$ cat src/rtl/eq_bist_ctrl.sv
// Built-in self-test sequencer for a 2-bit equality comparator.
// Sweeps all 16 operand combinations {a,b,c,d}, holds each one for HOLD
// cycles, samples cmp_s on the last hold cycle, and counts matches and
// mismatches against the golden function s = (a==c)&(b==d).
// Handshake: start (accepted only in IDLE), busy during the sweep, and a
// one-cycle done pulse carrying a registered pass flag.

module eq_bist_ctrl #(
    parameter int unsigned HOLD = 4          // legal range 1..15
) (
    input  logic       clk,
    input  logic       rst_n,
    input  logic       start,
    input  logic       cmp_s,
    output logic       a,
    output logic       b,
    output logic       c,
    output logic       d,
    output logic [3:0] vec,
    output logic       busy,
    output logic       done,
    output logic       pass,
    output logic [4:0] match_cnt,
    output logic [4:0] err_cnt
);

    typedef enum logic [1:0] {
        S_IDLE = 2'd0,
        S_RUN  = 2'd1,
        S_DONE = 2'd2
    } state_t;

    // Last hold count before the sample edge of each vector.
    localparam logic [3:0] HOLD_LAST = 4'(HOLD - 1);

    state_t     state, state_nxt;
    logic [3:0] hold, hold_nxt;
    logic [3:0] vec_nxt;
    logic [4:0] match_nxt, err_nxt;
    logic       pass_nxt;
    logic       golden;

    // Next-state and next-datapath logic for the sweep sequencer.
    always_comb begin
        // NOTE: every signal assigned here gets a default first so that no
        // path through the case leaves it unassigned and infers a latch.
        state_nxt = state;
        hold_nxt  = hold;
        vec_nxt   = vec;
        match_nxt = match_cnt;
        err_nxt   = err_cnt;
        pass_nxt  = pass;
        golden    = (vec[3] == vec[1]) & (vec[2] == vec[0]);

        case (state)
            S_IDLE: begin
                if (start) begin
                    state_nxt = S_RUN;
                    hold_nxt  = 4'd0;
                    vec_nxt   = 4'd0;
                    match_nxt = 5'd0;
                    err_nxt   = 5'd0;
                    pass_nxt  = 1'b0;
                end
            end
            S_RUN: begin
                if (hold != HOLD_LAST) begin
                    hold_nxt = hold + 4'd1;
                end else begin
                    // Sample edge: the vector has been stable for HOLD cycles.
                    match_nxt = match_cnt + {4'd0, cmp_s};
                    err_nxt   = err_cnt + {4'd0, cmp_s ^ golden};
                    hold_nxt  = 4'd0;
                    if (vec == 4'd15) begin
                        state_nxt = S_DONE;
                        vec_nxt   = 4'd0;
                        // Includes the last vector's contribution.
                        pass_nxt  = (err_nxt == 5'd0);
                    end else begin
                        vec_nxt = vec + 4'd1;
                    end
                end
            end
            S_DONE: begin
                state_nxt = S_IDLE;
            end
            default: begin
                state_nxt = S_IDLE;
            end
        endcase
    end

    // State and output registers with synchronous active-low reset.
    always_ff @(posedge clk) begin
        // NOTE: registers use non-blocking assignments so every flop samples
        // the pre-edge values regardless of statement order.
        if (!rst_n) begin
            state     <= S_IDLE;
            hold      <= 4'd0;
            vec       <= 4'd0;
            {a, b, c, d} <= 4'd0;
            busy      <= 1'b0;
            done      <= 1'b0;
            pass      <= 1'b0;
            match_cnt <= 5'd0;
            err_cnt   <= 5'd0;
        end else begin
            state     <= state_nxt;
            hold      <= hold_nxt;
            vec       <= vec_nxt;
            {a, b, c, d} <= vec_nxt;
            busy      <= (state_nxt == S_RUN);
            done      <= (state_nxt == S_DONE);
            pass      <= pass_nxt;
            match_cnt <= match_nxt;
            err_cnt   <= err_nxt;
        end
    end

endmodule

$ cat config.mk
export PLATFORM = sky130hd
export DESIGN_NAME = eq_bist_ctrl
export DESIGN_NICKNAME = d
export VERILOG_FILES = /design/src/rtl/eq_bist_ctrl.sv
export SDC_FILE = /design/constraint.sdc
export NUM_CORES = 1
export LEC_CHECK = 0
export ABC_AREA = 0
export BUFFER_PORTS_ARGS = -buffer_cell sky130_fd_sc_hd__buf_2
export CORE_MARGIN = 2
export CORE_UTILIZATION = 53
export DETAILED_ROUTE_END_ITERATION = 7
export PLACE_DENSITY = 0.78
export SETUP_SLACK_MARGIN = 0.02
export SYNTH_ARGS = -nofsm -noshare
export SYNTH_HDL_FRONTEND = slang
export SYNTH_SLANG_ARGS = --single-unit
$ cat constraint.sdc
create_clock -name clk -period 2.6 [get_ports clk]
set_input_delay 0.26 -clock clk [delete_from_list [all_inputs] [get_ports clk]]
set_output_delay 0.26 -clock clk [all_outputs]
set_load 0.005 [all_outputs]
==> results.txt <==
The number of global-route vias before repair came out at 942. After clock tree synthesis, the flow added hold-fix buffers numbering 0. Master of the slowest instance on the critical path: dfxtp_1. Number of buffers inserted to repair setup after CTS: 0. For the number of warnings printed during yosys synthesis, the log shows 0. The tools report the number of levels the H-tree was split into as 1. Measured along the x axis, the die boundary spans 51.3 um.

In this run the worst hold path is classified as input pin to flip-flop. Depth of the most critical reg-to-reg path: 8. The tree is rooted in a clkbuf_4. The tools report the number of gates resized after cts as 0. The number of fill cells came out at 217. TritonCTS built the clock tree.

For the pin with the worst max-slew slack, the measured transition is 489 ps. The CTS buffer count is 3. The first global-routing pass estimated 4.06 mm of wire.

Walking the worst path, the cells encountered are xnor2_1, nand2_1, xnor2_1, ha_1, ha_1, nor4_1, nand4_1, mux2i_1. The initial standard-cell utilization of the core is 0.547, and the placed standard-cell area is 1290 um^2. The logs give 0 for the count of final max-slew check failures and 162 for the net total in the final layout. In the routed design, unresolved DRC markers number 0. The share of the synthesized area in the top cell type works out to 0.388. The type of element capturing the critical path is a flip-flop. The routed layout has 1,031 vias. After floorplanning, the core was divided into 17 placement rows. The total overflow left after global routing is 0. Data arrival time at the worst-slack endpoint: 2230 ps. After detailed routing, the total wire length is 2.44 mm.

The number of diodes added for antenna fixing was 0; the final count of hold timing violations was 0. Including well taps, the total number of placed cells is 175. The post-route cell area came out at 1320 um^2. Relative to the synthesized area, the layout overhead comes to 11.1%. Using the TritonRoute via totals, the vias-per-cell ratio works out to 5.76. The final setup slack of the worst path came out at 616 ps. Fraction of layout instances using a drive strength above 1: 0.225. Yosys mapped a number of flops with a built-in enable equal to 0. At the end of routability-driven placement, the weighted congestion stood at 0.822. Hold is met by 218 ps. The HPWL after detailed placement was 1.75 mm. The clock insertion delay at the later pin of the skew report was 310 ps.

The floorplan step defined a die boundary enclosing 2630 um^2. The share of async-settable or async-resettable flops after synthesis came out at 0. Summing all flip-flop and latch instances after layout gives 460 um^2.

The share of synthesized area occupied by flip-flops and latches is 0.388, and the peak fanout along the critical path is 7. The synthesized netlist contains 39 unique library cells. In this run the count of I/O pins placed on the die edge is 25. The worst setup slack after placement was 662 ps; the number of maximum-capacitance violations was 0.

In this design, the stage delay of the slowest critical-path cell is 490 ps. The clock arrives with 2.05 ps of skew. The power per unit of standard cell area works out to 434 nW/um^2. CTS saw 23 sinks. The initial antenna violation count was 0. The commonest cells after synthesis are 23 x dfxtp_1, 14 x nor2_1, 9 x a21oi_1. Commonest register cell after synthesis: dfxtp_1.

In this run the remaining antenna-violating nets after routing total 0. The run gives 1190 um^2 as the summed instance area of the synthesized netlist. The pre-antenna-repair detailed-routing pass consisted of 4 iterations.

The headroom to the max-slew limit was 0.674. The core region is 2170 um^2. The kind of critical path is flip-flop to flip-flop.

Type of element launching the critical path: a flip-flop. After synthesis, the cell types taking the most area are dfxtp_1 39%, ha_1 6.3%, xnor2_1 5.2%. The peak clock frequency supported by timing was 0.504 GHz; the static leakage was 0.563 nW.

dfxtp_1 takes more of the synthesized area than any other cell. The clock passes through at most 2 buffers. The final total negative setup slack was 0 ps. The portion of the clock cycle consumed by the worst path in the final layout is 0.763, and the number of input and output port buffers inserted is 24. The clock-pin slew of the registers on the worst-case setup and hold paths was 130 ps. Counting flops and latches in the post-synthesis netlist gives 23. The height of the chip is 51.3 um. The finished layout holds 179 standard cells, fillers aside. For the required time of the critical path, the log shows 2850 ps.

The completed layout was analyzed and its total power is 572 uW. The highest ir drop seen on vdd was 0.236 mV. Entering global routing, the biggest net connects 19 pins. Subtracting the final worst setup slack from the clock period gives 1980 ps. The cell with the most instances after synthesis was dfxtp_1. The number of nets handed over by synthesis was 141. The multi-input combinational cells in the finished layout cover a total of 653 um^2.

The run finished with clean final reports. In this run the mean area of a mapped cell was 9.05 um^2. Setup-violating endpoint count in the final report: 0.

Setup repair after global routing left no endpoint under its margin. For this block, the initial DRC count from the detailed router was 25. In the synthesized netlist, the number of instances is 131.

The aggregate global-route resource usage came out at 0.204. The fraction of the core area covered by cells at the end of the flow was 0.607; the number of cells traversed by the worst hold path was 3. The average wire per cell in the routed design was 13.7 um.
logic make-up after synthesis:
family	synth area share
xor+xnor	0.0665
simple gates	0.217
fa+ha+maj	0.0633
buf+inv	0.0612
mux	0.00844
flops	0.388
compound gates	0.195
critical path, delay by kind of cell, from the launching register on:
kind / cells / cell delay (ps)
xor+xnor: 2 / 280
fa+ha+maj: 2 / 500
flops: 1 / 490
mux: 1 / 140
simple gates: 3 / 500
cells in the final DEF, fill, tap and decap left out, types with 2 or more instances in the layout:
cell | netlist | layout
a211oi_1 | 4 | 4
a22oi_1 | 6 | 6
nand2b_1 | 2 | 2
and3_1 | 3 | 3
xor2_1 | 2 | 2
nor3_1 | 5 | 5
a21oi_1 | 9 | 9
a311oi_1 | 2 | 2
nor4_1 | 2 | 2
xnor2_1 | 7 | 7
nand2_1 | 6 | 6
o21ai_0 | 3 | 3
nor2_1 | 14 | 14
inv_1 | 3 | 3
buf_2 | 1 | 24
ha_1 | 6 | 6
clkbuf_4 | 0 | 3
dfxtp_1 | 23 | 23
nand3_1 | 6 | 6
worst paths after layout:
path                            slack (ps)              start                 endpoint
worst max-delay path                   620          flip-flop        pass$_SDFFE_PN0P_
worst min-delay path                   220              rst_n  err_cnt[4]$_SDFFE_PN0P_
worst max register to register         620          flip-flop        pass$_SDFFE_PN0P_
worst min register to register         500  pass$_SDFFE_PN0P_        pass$_SDFFE_PN0P_
power breakdown:
part / internal, mW / switching, mW / leakage, nW
Clock: 0.0600 / 0.108 / 0.0150
Combinational: 0.0148 / 0.0278 / 0.362
Sequential: 0.357 / 0.00479 / 0.186
per-layer routing:
layer,share of wire,vias up,track usage
met1,0.48,490,0.253
met3,0.050,6,0.0292
li1,-,509,-
met5,0,-,0
met4,0.016,0,0.0965
met2,0.46,26,0.346
layout make-up:
type,instances,share of cell area
well taps,28,0.0266
flip-flops and latches,23,0.349
inverters,4,0.0114
repair buffers,25,0.0969
clock buffers,4,0.0199
multi-input cells,95,0.496
Power figures use the tool's default switching activity.
